<file path="src/rtl/mips_pkg.sv">
// ---------------------------------------------------------------------------
// mips_pkg
// Shared definitions for the MIPS front end:
//   - primary opcode constants (instr[31:26]) consumed by the control decoder
//   - fetch FSM state encoding
//   - default reset PC and fetch timeout
//   - word_align() helper used to form word addresses
// ---------------------------------------------------------------------------
package mips_pkg;

    // Primary opcodes (instr[31:26])
    localparam logic [5:0] OP_RTYPE = 6'h00;
    localparam logic [5:0] OP_LW    = 6'h23;
    localparam logic [5:0] OP_SW    = 6'h2B;
    localparam logic [5:0] OP_BEQ   = 6'h04;
    localparam logic [5:0] OP_ADDI  = 6'h08;
    localparam logic [5:0] OP_J     = 6'h02;

    // Fetch FSM: FETCH requests a word, VALID presents it until consumed
    typedef enum logic {
        FETCH = 1'b0,
        VALID = 1'b1
    } fetch_state_t;

    localparam logic [31:0] DEFAULT_RESET_PC = 32'h0000_0000;
    localparam logic [7:0]  DEFAULT_TIMEOUT  = 8'd255;

    // Force a byte address onto a word boundary
    function automatic logic [31:0] word_align(input logic [31:0] addr);
        return {addr[31:2], 2'b00};
    endfunction

endpackage

</file>
<file path="src/rtl/next_pc_calc.sv">
// ---------------------------------------------------------------------------
// next_pc_calc
// Combinational next-PC selection for the instruction being consumed.
// Ports:
//   i_pcPlus4  in  32  address of current instruction + 4
//   i_instr    in  32  current instruction word
//   i_branch   in  1   decoder: instruction is BEQ
//   i_jump     in  1   decoder: instruction is J
//   i_zero     in  1   ALU zero flag for the instruction
//   o_nextPc   out 32  selected next PC
// ---------------------------------------------------------------------------
module next_pc_calc
    import mips_pkg::*;
(
    input  logic [31:0] i_pcPlus4,
    input  logic [31:0] i_instr,
    input  logic        i_branch,
    input  logic        i_jump,
    input  logic        i_zero,
    output logic [31:0] o_nextPc
);

    logic [31:0] w_jumpTarget;
    logic [31:0] w_branchOffset;
    logic [31:0] w_branchTarget;

    // J keeps the 256 MB region of the delay-slot address
    assign w_jumpTarget   = {i_pcPlus4[31:28], i_instr[25:0], 2'b00};

    // Sign-extended word offset, scaled to bytes
    assign w_branchOffset = {{14{i_instr[15]}}, i_instr[15:0], 2'b00};

    // Plain 32-bit add: wraps modulo 2^32
    assign w_branchTarget = i_pcPlus4 + w_branchOffset;

    // Jump takes priority over a taken branch
    always_comb begin
        o_nextPc = i_pcPlus4;
        if (i_jump) begin
            o_nextPc = w_jumpTarget;
        end else if (i_branch && i_zero) begin
            o_nextPc = w_branchTarget;
        end
    end

endmodule

</file>
<file path="src/rtl/instr_fetch_unit.sv">
// ---------------------------------------------------------------------------
// instr_fetch_unit
// Instruction-fetch stage: holds the PC, fetches one 32-bit word at a time
// over a req/ready handshake, presents it to decode until consumed, then
// advances the PC using the decoder's branch/jump and the ALU zero flag.
// Parameters:
//   RESET_PC   PC loaded on reset (word aligned)
//   TIMEOUT    wait cycles tolerated before fetchErr sets
// Ports:
//   clk         in   1   clock
//   rstN        in   1   synchronous active-low reset
//   imemReq     out  1   fetch request
//   imemAddr    out  32  word-aligned fetch address
//   imemReady   in   1   memory returns imemData this cycle
//   imemData    in   32  instruction word
//   instr       out  32  fetched instruction
//   instrValid  out  1   instr is valid and not yet consumed
//   pcPlus4     out  32  address of instr + 4
//   stall       in   1   downstream cannot consume this cycle
//   branch      in   1   decoder: BEQ
//   jump        in   1   decoder: J
//   zero        in   1   ALU zero flag
//   fetchErr    out  1   sticky fetch-timeout flag
//   instrCount  out  32  instructions consumed since reset
// ---------------------------------------------------------------------------
module instr_fetch_unit
    import mips_pkg::*;
#(
    parameter logic [31:0] RESET_PC = DEFAULT_RESET_PC,
    parameter logic [7:0]  TIMEOUT  = DEFAULT_TIMEOUT
)
(
    input  logic        clk,
    input  logic        rstN,
    output logic        imemReq,
    output logic [31:0] imemAddr,
    input  logic        imemReady,
    input  logic [31:0] imemData,
    output logic [31:0] instr,
    output logic        instrValid,
    output logic [31:0] pcPlus4,
    input  logic        stall,
    input  logic        branch,
    input  logic        jump,
    input  logic        zero,
    output logic        fetchErr,
    output logic [31:0] instrCount
);

    fetch_state_t r_state;
    logic [31:0]  r_pc;
    logic [31:0]  r_instr;
    logic         r_instrValid;
    logic [7:0]   r_waitCnt;
    logic [31:0]  r_instrCount;
    logic         r_fetchErr;

    logic [31:0]  w_pcPlus4;
    logic [31:0]  w_nextPc;

    assign w_pcPlus4 = r_pc + 32'd4;

    next_pc_calc u_next_pc_calc (
        .i_pcPlus4 (w_pcPlus4),
        .i_instr   (r_instr),
        .i_branch  (branch),
        .i_jump    (jump),
        .i_zero    (zero),
        .o_nextPc  (w_nextPc)
    );

    // The reset state is FETCH, so the request must also be masked while
    // rstN is low; otherwise memory would see a request during reset.
    assign imemReq    = (r_state == FETCH) && rstN;
    assign imemAddr   = word_align(r_pc);
    assign pcPlus4    = w_pcPlus4;
    assign instr      = r_instr;
    assign instrValid = r_instrValid;
    assign fetchErr   = r_fetchErr;
    assign instrCount = r_instrCount;

    always_ff @(posedge clk) begin
        if (!rstN) begin
            r_state      <= FETCH;
            r_pc         <= RESET_PC;
            r_instr      <= 32'd0;
            r_instrValid <= 1'b0;
            r_waitCnt    <= 8'd0;
            r_instrCount <= 32'd0;
            r_fetchErr   <= 1'b0;
        end else begin
            case (r_state)
                FETCH: begin
                    if (imemReady) begin
                        r_instr      <= imemData;
                        r_instrValid <= 1'b1;
                        r_waitCnt    <= 8'd0;
                        r_state      <= VALID;
                    end else begin
                        // Counter saturates; the request is never withdrawn,
                        // the timeout only raises the sticky error flag.
                        if (r_waitCnt != TIMEOUT) begin
                            r_waitCnt <= r_waitCnt + 8'd1;
                        end
                        if (r_waitCnt == TIMEOUT) begin
                            r_fetchErr <= 1'b1;
                        end
                    end
                end
                VALID: begin
                    // branch/jump/zero only matter on the consuming cycle
                    if (!stall) begin
                        r_instrValid <= 1'b0;
                        r_instrCount <= r_instrCount + 32'd1;
                        r_pc         <= w_nextPc;
                        r_state      <= FETCH;
                    end
                end
                default: begin
                    r_state <= FETCH;
                end
            endcase
        end
    end

endmodule

</file>
<file path="config.mk">
export PLATFORM = sky130hd
export DESIGN_NAME = instr_fetch_unit
export DESIGN_NICKNAME = d
export VERILOG_FILES = /design/src/rtl/mips_pkg.sv /design/src/rtl/next_pc_calc.sv /design/src/rtl/instr_fetch_unit.sv
export SDC_FILE = /design/constraint.sdc
export NUM_CORES = 1
export LEC_CHECK = 0
export ABC_CLOCK_PERIOD_IN_PS = 5500
export BUFFER_PORTS_ARGS = -buffer_cell sky130_fd_sc_hd__buf_2
export CORE_ASPECT_RATIO = 1.25
export CORE_MARGIN = 8
export CORE_UTILIZATION = 59
export DETAILED_ROUTE_END_ITERATION = 6
export PLACE_DENSITY = 0.91
export SYNTH_ARGS = -nofsm -noshare
export SYNTH_HDL_FRONTEND = slang
export SYNTH_SLANG_ARGS = --single-unit
</file>
<file path="constraint.sdc">
create_clock -name clk -period 5.5 [get_ports clk]
set_input_delay 1.1 -clock clk [delete_from_list [all_inputs] [get_ports clk]]
set_output_delay 1.1 -clock clk [all_outputs]
set_load 0.005 [all_outputs]
</file>
After elaboration in Yosys (flattened, before gate mapping)
Cells that the tools add are included.

Bits in latches: 0. Flip-flop bits (word level): 107. Input bits: 39. Word-level logic and storage cells: 36. Bits in read-only memories: 0. Memories kept: 0. RAM bits: 0.

Add/sub/neg operators: 4. Equality and inequality tests: 4. Div/mod/pow operators: 0. Shift operators: 0. Multiply operators: 0. Multiplexer cells: 10. Reduce and logical (&&, ||, !) cells: 8. Bitwise operators: 3. $lt $le $gt $ge: 0.

Operator list (count): 32-bit 2-to-1 mux (2); 32-bit by 1-bit adder with 32-bit output, second input constant (1); 32-bit by 3-bit adder with 32-bit output, second input constant (1); 32-bit adder (1); 8-bit 2-to-1 mux (2); 8-bit by 1-bit adder with 8-bit output, second input constant (1); 8-bit == test, second input constant (1); 8-bit != test, second input constant (1); 2-bit AND reduction (4); 1-bit 2-to-1 mux (4); 2-bit != test, second input constant (2); 1-bit one-hot mux with 2 select lines (2); 1-bit NOT (3); 3-bit AND reduction (1); 1-bit logical AND (2); 2-bit nonzero test (1).

Depth between registers and ports, before layout
Gate-level depths: netlist (run 1).

Word-level depth: 4. Depth in mapped cells: 18.

By module
A second synthesis (run 1) with hierarchy kept.

Cells, all modules: 929. Area total of the unflattened synthesis: 7006.7 um^2.

Modules (own cells, without submodules): instr_fetch_unit (area an instance 4885.9 um^2, instances 1, seq. area each 2142.1 um^2, cells each 606); next_pc_calc (area an instance 2120.8 um^2, instances 1, seq. area each 0.0 um^2, cells each 323).

Least setup slack after synthesis (run 1)
Ideal clock, no wire load.

Path type: flip-flop to flip-flop. Start point: register r_pc[7]. End point: register r_pc[29]. Stages on the path, launching flop included: 16. Buffers on the path: 0. Library setup time: 0.071 ns. Slack: 1.863 ns. Data arrival time: 3.566 ns. Path through: dfxtp_1 > and3_1 > and3_4 > or3b_4 > nor2_1 > xor2_1 > ha_1 > and3_1 > and4_1 > a32oi_1 > o311ai_1 > a221o_1 > a21oi_1 > o21ai_0 > o31a_1 > o2bb2ai_1.

Longest elaborated chain between the ends: 4.

RTL lines: from (decl) (RTL line instr_fetch_unit.sv:51) `logic [31:0] r_pc;`; from (signal assigned) (RTL line instr_fetch_unit.sv:115) `r_pc <= w_nextPc;`; 32-bit by 3-bit adder with 32-bit output (RTL line instr_fetch_unit.sv:61) `assign w_pcPlus4 = r_pc + 32'd4;`; net pcPlus4[15] (RTL line instr_fetch_unit.sv:41) `output logic [31:0] pcPlus4,`; 32-bit adder (RTL line next_pc_calc.sv:34) `assign w_branchTarget = i_pcPlus4 + w_branchOffset;`; 32-bit 2-to-1 mux (RTL line next_pc_calc.sv:41) `end else if (i_branch && i_zero) begin`; 32-bit 2-to-1 mux (RTL line next_pc_calc.sv:39) `if (i_jump) begin`.

The timed path passes the listed nets, and every way through them passes these cells. A chain may end at the register's enable or synchronous reset.

Worst setup path in the final report (run 1)
Start point: register r_pc[2]. End point: register r_pc[31].

Longest elaborated chain between the ends: 4.

RTL lines (RTL line): 32-bit by 3-bit adder with 32-bit output * (instr_fetch_unit.sv:61); 32-bit adder (next_pc_calc.sv:34); 32-bit 2-to-1 mux (next_pc_calc.sv:41); 32-bit 2-to-1 mux * (next_pc_calc.sv:39).

Mark *: on every way between the ends. The rest lies on a longest branch, timed or not.

==> results.json, run 1 <==
{
  "cts_setup_buffers": 0,
  "cp_num_buf_inv": 0,
  "setup_viol_count_final": 0,
  "cp.arrival_ps": 4400,
  "power.total_mw": 1.726,
  "first_pass_iters": 5,
  "track_usage_pct": 25.66,
  "max_slew.worst_pin.slew_ps": 807.7,
  "crit_slowest_cell": "dfxtp_1",
  "cts_resized": 0,
  "hold_path_class": "flop to flop",
  "critical_path_class": "flop to flop",
  "p_leak_nw": 3.763,
  "drcViolationCount": 0,
  "fin_skew_ps": 10.13,
  "hold_buffers": 0,
  "max_slew_margin_pct": 46.15,
  "synth.avg_cell_area_um2": 7.825,
  "clock-sinks": 105,
  "netlist_instances": 875,
  "reg2reg_from": "r_pc[2]$_SDFFE_PN0P_",
  "ys_seq_area_share_pct": 30.70,
  "cts_buffer_depth": 2,
  "crit_start": "r_pc[2]$_SDFFE_PN0P_",
  "place_ws_ps": 1507,
  "antenna_found_initial": 0,
  "final_cells": 1161,
  "setup_slack_ps": 1368,
  "status": "finished, final reports clean",
  "gp_congestion": 0.9693,
  "rrSetupSlack_ps": 1370,
  "synth_edf_count": 0,
  "first_iter_violations": 436,
  "final_nets": 1097,
  "synth_most_common_cell": "nand2_1",
  "cp_max_fo": 9,
  "ir_drop_v": 0.0002135,
  "rsz0062_at_grt": "no",
  "fp-row-count": 44,
  "yosysWarnings": 0,
  "clkTransAtPathRegs_ps": 70,
  "vias_per_cell": 5.882,
  "drv_cap": 0,
  "overflow": 0,
  "clkLatencyLatePin_ps": 330,
  "grt_max_degree": 63,
  "ys.flop_type": "dfxtp_1",
  "synthTopCellsByArea": "dfxtp_1 (31%), nand2_1 (8.7%), ha_1 (6.9%), xnor2_1 (6.0%), a21boi_0 (4.9%)",
  "crit_end": "r_pc[31]$_SDFFE_PN0P_",
  "async_flop_share_pct": 0,
  "worst-path-stages": 17,
  "diodes": 0,
  "core_area_um2": 11450,
  "place_hpwl_um": 15220,
  "wl_um": 20030,
  "crit_chain": "ha_1 -> and2_1 -> nand3_1 -> nor2_1 -> and4_1 -> xor2_1 -> ha_1 -> a21o_1 -> a21o_1 -> a21oi_1 -> o21a_1 -> o21ai_0 -> o22ai_1 -> xnor2_1 -> a21oi_1 -> nand3b_1 -> a21boi_1",
  "critPathLaunchType": "flop",
  "synthToLayoutAreaGrowth_pct": 17.82,
  "port_buffers": 165,
  "cts_buffers": 9,
  "p_per_area_nw_per_um2": 214.0,
  "grt_pass1_vias": 6761,
  "ys_ff_latch": 105,
  "grt_pass1_wl_um": 32650,
  "hold_viol_final": 0,
  "r2r_end": "r_pc[31]$_SDFFE_PN0P_",
  "netlist.area_leader.share_pct": 30.70,
  "synth_largest_area_cell": "dfxtp_1",
  "clock.fmax_mhz": 242.0,
  "ant_nets": 0,
  "reg2reg_depth": 17,
  "wire_per_inst_um": 17.25,
  "die-area_um2": 15330,
  "crit_family": "compound AO/OA/AOI/OAI gates",
  "die_x_um": 112.4,
  "drive_above_1_share_pct": 19.55,
  "synth_area_um2": 6847,
  "dp_cells": 1146,
  "timing.setup.tns_ps": 0,
  "htree_levels": 3,
  "yosys-top-cells-count": "nand2_1 (159), dfxtp_1 (105), nor2_1 (50)",
  "die_h_um": 136.4,
  "vias": 6829,
  "initial_core_util_pct": 59.79,
  "cts_root_buffer": "clkbuf_16",
  "cp.required_ps": 5770,
  "crit_path_end_kind": "flop",
  "critPathMaxStageDelay_ps": 440,
  "synth.distinct_cells": 63,
  "io_pins": 170,
  "finalCritPeriodShare_pct": 75.13,
  "period_needed_ps": 4132,
  "drv_slew": 0,
  "cts_tree": "built"
}
==> metrics by stage <==
stage               util (%)  cell area [µm²]  hold slack (ps)
floorplan                  -             6858            458.3
global placement       67.57             7737            448.1
detailed placement     67.57             7737            455.3
CTS                    70.44             8066            464.7
global route           70.44             8066            491.9
finish                 70.44             8066            462.6
==> placed cells by master, fill, tap and decap left out, types with 35 or more instances in the layout <==
master,count
xnor2_1,47
a21oi_1,36
a21boi_0,45
nand2_1,159
and2_1,41
nor2_1,50
nand3_1,35
buf_2,165
o21ai_0,45
ha_1,38
dfxtp_1,105
==> report_power, final <==
part           leakage [nW]  switching (mW)  internal [mW]  total [mW]
registers             0.852          0.0282          0.782       0.810
clock network         0.158           0.271          0.422       0.693
logic                  2.75           0.134         0.0897       0.223
==> sequential cells by signal, indices dropped and copies added (netlist names) <==
| name | flops |
|---|---|
| instrCount | 32 |
| instr | 32 |
| r_pc | 30 |
| r_waitCnt | 8 |
| fetchErr | 1 |
| instrValid | 1 |
| r_state | 1 |
==> layout make-up <==
class | instances | area (µm²)
Fill cell | 985 | 3385
Inverter | 11 | 41.29
Multi-Input combinational cell | 720 | 4543
Tap cell | 138 | 172.7
Clock inverter | 4 | 76.32
Timing Repair Buffer | 172 | 878.3
Sequential cell | 105 | 2102
Clock buffer | 11 | 252.7
==> metal layers <==
| layer | share of wire, % | global-route usage [%] | vias to the layer above |
|---|---|---|---|
| li1 | - | - | 3335 |
| met1 | 40 | 28.19 | 3160 |
| met2 | 49 | 44.99 | 268 |
| met3 | 6.7 | 6.667 | 66 |
| met4 | 4.5 | 13.15 | 0 |
| met5 | 0 | 0 | - |
==> kinds of logic (layout without fill, tap and decap cells) <==
group,count (synthesis),in the layout,share of synthesized area [%]
and+or+nand+nor,386,386,27.54
AOI/OAI and AO/OA,206,206,20.12
DFF,105,105,30.70
xor gates and xnor gates,73,73,9.448
buffers and inverters,53,198,3.143
adders and majority gates,39,39,7.237
muxes,12,12,1.754
other,1,4,0.05477
==> worst min-delay path, cell delays in order, from the launching register on <==
cell and delay (ps):
dfxtp_1 310, nand2_1 40, a21boi_0 60
==> worst min path at each step <==
stage,startpoint,end,slack (ps),cells past startpoint
2_1_floorplan,r_waitCnt[5]$_SDFFE_PN0P_,r_waitCnt[5]$_SDFFE_PN0P_,460,2
3_3_place_gp,instr[29]$_SDFFE_PN0P_,instr[29]$_SDFFE_PN0P_,450,2
3_5_place_dp,instr[28]$_SDFFE_PN0P_,instr[28]$_SDFFE_PN0P_,460,2
4_1_cts,instr[28]$_SDFFE_PN0P_,instr[28]$_SDFFE_PN0P_,460,2
5_1_grt,instr[28]$_SDFFE_PN0P_,instr[28]$_SDFFE_PN0P_,490,2
6_report,instr[28]$_SDFFE_PN0P_,instr[28]$_SDFFE_PN0P_,460,2
Power figures use the tool's default switching activity.
==> inputs of run 2 (changes only) <==
ABC_AREA = 1   (was not set)
ABC_CLOCK_PERIOD_IN_PS = 3700   (was 5500)
CORE_UTILIZATION = 51   (was 59)
PLACE_DENSITY = 0.82   (was 0.91)
clock period = 3.7 ns   (was 5.5 ns; I/O delays follow)
==> run 2 against run 1 <==
Compared with the run above: die area up 29%; combinational power up 110%; utilization is 9.8 points lower; via count grew 32%; synthesized cell count rose by 49%; cell count grew 45%; largest power group unchanged.
==> results.json, run 2 <==
{
  "crit_top_cell": "nand2_1",
  "antenna_found_initial": 0,
  "synth.distinct_cells": 54,
  "most-common-layout-cells": "nand2_1 (391), inv_1 (180), buf_2 (165)",
  "synth.avg_cell_area_um2": 6.068,
  "cp.arrival_ps": 3710,
  "setup_viol_count_final": 0,
  "ant_nets": 0,
  "fp-row-count": 51,
  "hold_path_class": "flop to flop",
  "finalCritPeriodShare_pct": 93.33,
  "crit_slowest_cell": "dfxtp_1",
  "cts_buffers": 9,
  "crit_path_end_kind": "flop",
  "cts_buffer_depth": 2,
  "cts_root_buffer": "clkbuf_16",
  "cp.required_ps": 3960,
  "drv_slew": 0,
  "ys_seq_area_share_pct": 26.49,
  "drcViolationCount": 0,
  "synth_edf_count": 0,
  "synth_most_common_cell": "nand2_1",
  "overflow": 0,
  "critPathLaunchType": "flop",
  "fin_skew_ps": 9.218,
  "yosysWarnings": 0,
  "io_pins": 170,
  "clkLatencyLatePin_ps": 360,
  "port_buffers": 165,
  "yosys-top-cells-count": "nand2_1 (391), inv_1 (181), nor2_1 (139)",
  "multiInputGateArea_um2": 5022,
  "netlist_instances": 1308,
  "final_cells": 1688,
  "final_util_pct": 60.65,
  "core_area_um2": 15380,
  "final_nets": 1550,
  "synthTopCellsByArea": "dfxtp_1 (26%), nand2_1 (18%), inv_1 (8.6%), nor2_1 (6.6%), ha_1 (6.0%)",
  "reg2reg_from": "r_pc[2]$_SDFFE_PN0P_",
  "diodes": 0,
  "seq_area_um2": 2102,
  "vias_per_cell": 5.346,
  "synth_largest_area_cell": "dfxtp_1",
  "grt_max_degree": 48,
  "htree_levels": 3,
  "rsz0062_at_grt": "no",
  "clkTransAtPathRegs_ps": 70,
  "drv_cap": 0,
  "max_slew.worst_pin.slew_ps": 953.6,
  "crit_end": "r_pc[29]$_SDFFE_PN0P_",
  "netlist.area_leader.share_pct": 26.49,
  "place_hpwl_um": 22150,
  "rrSetupSlack_ps": 250,
  "async_flop_share_pct": 0,
  "clock-sinks": 105,
  "synth_area_um2": 7936,
  "dp_cells": 1673,
  "cp_max_fo": 5,
  "crit_chain": "ha_2 -> nand3_2 -> inv_2 -> nand2_2 -> inv_1 -> nand4_1 -> or2_0 -> and2_1 -> ha_1 -> nand2_1 -> inv_1 -> a21oi_1 -> nor2_1 -> nor2_1 -> nor2_1 -> nor2_1 -> nand2_1 -> nand2_1 -> nand3_1 -> nand2_1 -> nand2_1",
  "ys.flop_type": "dfxtp_1",
  "synthToLayoutAreaGrowth_pct": 17.52,
  "die_x_um": 127.6,
  "vias": 9024,
  "track_usage_pct": 27.59,
  "period_needed_ps": 3453,
  "first_pass_iters": 5,
  "clock.fmax_mhz": 289.6,
  "max_slew_margin_pct": 36.36,
  "die_h_um": 155.5,
  "wire_per_inst_um": 16.37,
  "critPathMaxStageDelay_ps": 430,
  "p_leak_nw": 4.877,
  "grt_pass1_vias": 8776,
  "ys_ff_latch": 105,
  "critical_path_class": "flop to flop",
  "first_iter_violations": 689,
  "drive_above_1_share_pct": 15.92,
  "cts_tree": "built",
  "reg2reg_depth": 21,
  "fillers": 1532,
  "wl_um": 27640,
  "die-area_um2": 19830,
  "hold_buffers": 0,
  "grt_pass1_wl_um": 43550,
  "final_common_cell": "nand2_1",
  "status": "finished, final reports clean",
  "ir_drop_v": 0.0002543,
  "power.total_mw": 2.673,
  "timing.setup.tns_ps": 0,
  "r2r_end": "r_pc[29]$_SDFFE_PN0P_",
  "gp_congestion": 1.023,
  "p_per_area_nw_per_um2": 286.6,
  "crit_start": "r_pc[2]$_SDFFE_PN0P_",
  "hold_viol_final": 0,
  "initial_core_util_pct": 51.61
}
-- run 2: changes by cell type after synthesis, moves of 44 or more --
cell	delta
a21boi_0	-44
a21oi_1	+57
inv_1	+170
nand2_1	+232
nand3_1	+52
nor2_1	+89
-- run 2: routing by layer --
layer	part of all wire, %	GRT usage (%)	up-vias
met4	5.3	15.95	0
met2	49	49.10	377
met1	38	29.32	4030
li1	-	-	4511
met5	0	0	-
met3	8.0	6.267	106
-- run 2: worst min path at each step --
stage / slack, ps / from / to / cells after the start
final: 450 / fetchErr$_SDFFE_PN0P_ / fetchErr$_SDFFE_PN0P_ / 2
after global routing: 490 / fetchErr$_SDFFE_PN0P_ / fetchErr$_SDFFE_PN0P_ / 2
after CTS: 450 / fetchErr$_SDFFE_PN0P_ / fetchErr$_SDFFE_PN0P_ / 2
after detailed placement: 440 / fetchErr$_SDFFE_PN0P_ / fetchErr$_SDFFE_PN0P_ / 2
after global placement: 430 / fetchErr$_SDFFE_PN0P_ / fetchErr$_SDFFE_PN0P_ / 2
after floorplan: 450 / fetchErr$_SDFFE_PN0P_ / fetchErr$_SDFFE_PN0P_ / 2
-- run 2: final cells by class --
| type | count | area share [%] |
|---|---|---|
| multi-input cells | 989 | 53.85 |
| flip-flops and latches | 105 | 22.54 |
| clock buffers | 11 | 2.495 |
| inverters | 184 | 7.405 |
| well taps | 212 | 2.844 |
| clock inverters | 4 | 0.5635 |
| repair buffers | 183 | 10.30 |
-- run 2: logic make-up (layout without fill, tap and decap cells) --
logic type / count (synthesis) / count (layout) / synth area share [%]
compound gates: 191 / 191 / 13.05
xor+xnor: 35 / 35 / 3.863
fa+ha+maj: 39 / 39 / 6.243
buf+inv: 217 / 382 / 10.59
flops: 105 / 105 / 26.49
other cells: 1 / 4 / 0.04725
simple gates: 720 / 720 / 39.71
-- run 2: through the flow --
stage / worst slack (ps) / hold slack (ps) / area (µm²)
4_1_cts: 131.9 / 453.9 / 9309
6_report: 246.7 / 450.7 / 9326
5_1_grt: 40.54 / 492.7 / 9326
3_3_place_gp: 176.9 / 434.3 / 9024
2_1_floorplan: 880.2 / 446.6 / 7948
3_5_place_dp: 153.2 / 442.0 / 9024
-- run 2: what timing repair did --
action,in CTS,in global routing
buffers inserted,0,0
resized for setup,0,5
endpoints found under the setup margin,0,11
-- run 2: where the power goes --
part / switching (mW) / internal [mW] / leakage [nW] / total (mW)
clock: 0.444 / 0.526 / 0.140 / 0.970
combinational: 0.301 / 0.174 / 3.88 / 0.475
sequential: 0.0529 / 1.18 / 0.856 / 1.23
total: 0.798 / 1.88 / 4.88 / 2.67
-- run 2: critical path: cells and delay by family (launching register included) --
kind                     cells  cell delay, ps
AO/OA/AOI/OAI                1             210
buffers and inverters        3             340
adder cells (fa/ha/maj)      2             600
AND/OR/NAND/NOR             15            1770
flip-flops                   1             430
==> inputs of run 3 (changes only) <==
RECOVER_POWER = 100   (was not set)
==> run 3 against run 2 <==
Compared with the run above: clock power is 0.5% higher; wire length increased by 0.39%; utilization down 1.6 points; via count up 0.43%; sequential cell count unchanged; design area decreased by 2.6%; sequential power about the same; non-clock buffer count unchanged; critical path depth is the same; worst hold slack better by 3.1 ps; setup slack improved by 4.4 ps; highest routed layer unchanged.
==> results.json, run 3 (synthesis gave the netlist of run 2 again) <==
{
  "cp_num_buf_inv": 3,
  "hold_path_class": "flop to flop",
  "die_h_um": 155.5,
  "timing.setup.tns_ps": 0,
  "crit_family": "simple AND/OR/NAND/NOR gates",
  "cts_resized": 0,
  "final_common_cell": "nand2_1",
  "crit_slowest_cell": "dfxtp_1",
  "drive_above_1_share_pct": 7.995,
  "clock_power_share_pct": 36.6,
  "grt_pass1_vias": 8776,
  "fin_skew_ps": 10.96,
  "setup_viol_count_final": 0,
  "cts_buffers": 9,
  "wl_um": 27750,
  "crit_start": "r_pc[2]$_SDFFE_PN0P_",
  "clock.fmax_mhz": 289.9,
  "clock-sinks": 105,
  "rrSetupSlack_ps": 250,
  "critPathLaunchType": "flop",
  "vias": 9063,
  "whs_ps": 453.8,
  "initial_core_util_pct": 51.61,
  "sw_frac_of_total_pct": 30.11,
  "die-area_um2": 19830,
  "wire_per_inst_um": 16.44,
  "cts_root_buffer": "clkbuf_16",
  "p_per_area_nw_per_um2": 293.2,
  "combinationalPowerShare_pct": 17.2,
  "whs_path_depth": 2,
  "setup_slack_ps": 251.1,
  "hold_viol_final": 0,
  "crit_path_end_kind": "flop",
  "dp_cells": 1673,
  "max_slew.worst_pin.slew_ps": 1267,
  "power_switching_uw": 801.5,
  "power.total_mw": 2.662,
  "cp.arrival_ps": 3700,
  "final_area_um2": 9080,
  "grt_pass1_wl_um": 43550,
  "final_cells": 1688,
  "io_pins": 170,
  "first_pass_iters": 5,
  "most-common-layout-cells": "nand2_1 (393), inv_1 (181), nor2_1 (146)",
  "crit_chain": "ha_2 -> nand3_2 -> inv_2 -> nand2_2 -> inv_1 -> nand4_1 -> or2_0 -> and2_1 -> ha_1 -> nand2_1 -> inv_1 -> a21oi_1 -> nor2_1 -> nor2_1 -> nor2_1 -> nor2_1 -> nand2_1 -> nand2_1 -> nand3_1 -> nand2_1 -> nand2_1",
  "port_buffers": 165,
  "die_x_um": 127.6,
  "diodes": 0,
  "cts_setup_buffers": 0,
  "track_usage_pct": 27.59,
  "seqPwrFrac_pct": 46.1,
  "antenna_found_initial": 0,
  "synthToLayoutAreaGrowth_pct": 14.41,
  "rsz0062_at_grt": "no",
  "cts_tree": "built",
  "min_to": "fetchErr$_SDFFE_PN0P_",
  "gp_congestion": 1.023,
  "first_iter_violations": 689,
  "overflow": 0,
  "htree_levels": 3,
  "cp.required_ps": 3950,
  "ir_drop_v": 0.0002537,
  "critPathMaxStageDelay_ps": 430,
  "period_needed_ps": 3449,
  "crit_top_cell": "nand2_1",
  "grt_max_degree": 48,
  "cts_buffer_depth": 2,
  "max_slew_margin_pct": 15.55,
  "drv_slew": 0,
  "clkTransAtPathRegs_ps": 70,
  "reg2reg_from": "r_pc[2]$_SDFFE_PN0P_",
  "final_util_pct": 59.04,
  "r2r_end": "r_pc[29]$_SDFFE_PN0P_",
  "critical_path_class": "flop to flop",
  "finalCritPeriodShare_pct": 93.21,
  "clkLatencyLatePin_ps": 360,
  "p_leak_nw": 4.430,
  "min_from": "fetchErr$_SDFFE_PN0P_",
  "internal-power_mw": 1.861,
  "status": "finished, final reports clean",
  "vias_per_cell": 5.369,
  "ant_nets": 0,
  "cp_max_fo": 5,
  "fp-row-count": 51,
  "hold_buffers": 0,
  "core_area_um2": 15380,
  "placed_area_um2": 9024,
  "reg2reg_depth": 21,
  "place_ws_ps": 153.2,
  "place_hpwl_um": 22150,
  "final_nets": 1550,
  "drcViolationCount": 0,
  "drv_cap": 0
}
run 3: worst min-delay path, delay by kind of cell, from the launching register on:
kind,cells,cell delay [ps]
compound gates,1,50
flops,1,310
buf+inv,1,50
run 3: cell type report:
type	count	area, µm²
inverters	184	690.7
multi-input cells	989	4920
fillers	1603	6299
well taps	212	265.3
clock buffers	11	232.7
clock inverters	4	52.55
repair buffers	183	817.0
flip-flops and latches	105	2102
run 3: routing by layer:
metal / global-route usage (%) / vias to the layer above / routed length [µm]
li1: - / 4512 / -
met1: 29.32 / 4078 / 10530
met2: 49.10 / 367 / 13620
met3: 6.267 / 106 / 2138
met4: 15.95 / 0 / 1455
met5: 0 / - / 0
run 3: worst max-delay path by stage:
| stage | endpoint | cells after the start |
|---|---|---|
| after floorplan | r_pc[29]$_SDFFE_PN0P_ | 21 |
| after global placement | r_pc[22]$_SDFFE_PN0P_ | 19 |
| after detailed placement | r_pc[22]$_SDFFE_PN0P_ | 19 |
| after CTS | r_pc[22]$_SDFFE_PN0P_ | 19 |
| after global routing | r_pc[15]$_SDFFE_PN0P_ | 20 |
| final | r_pc[29]$_SDFFE_PN0P_ | 21 |
run 3: power by group through the flow:
stage / sequential, mW / combinational [mW] / clock, mW
finish: 1.23 / 0.459 / 0.975
detailed placement: 1.25 / 0.468 / 0
CTS: 1.23 / 0.470 / 0.991
global route: 1.23 / 0.510 / 1.03
floorplan: 1.24 / 0.286 / 0
global placement: 1.25 / 0.462 / 0
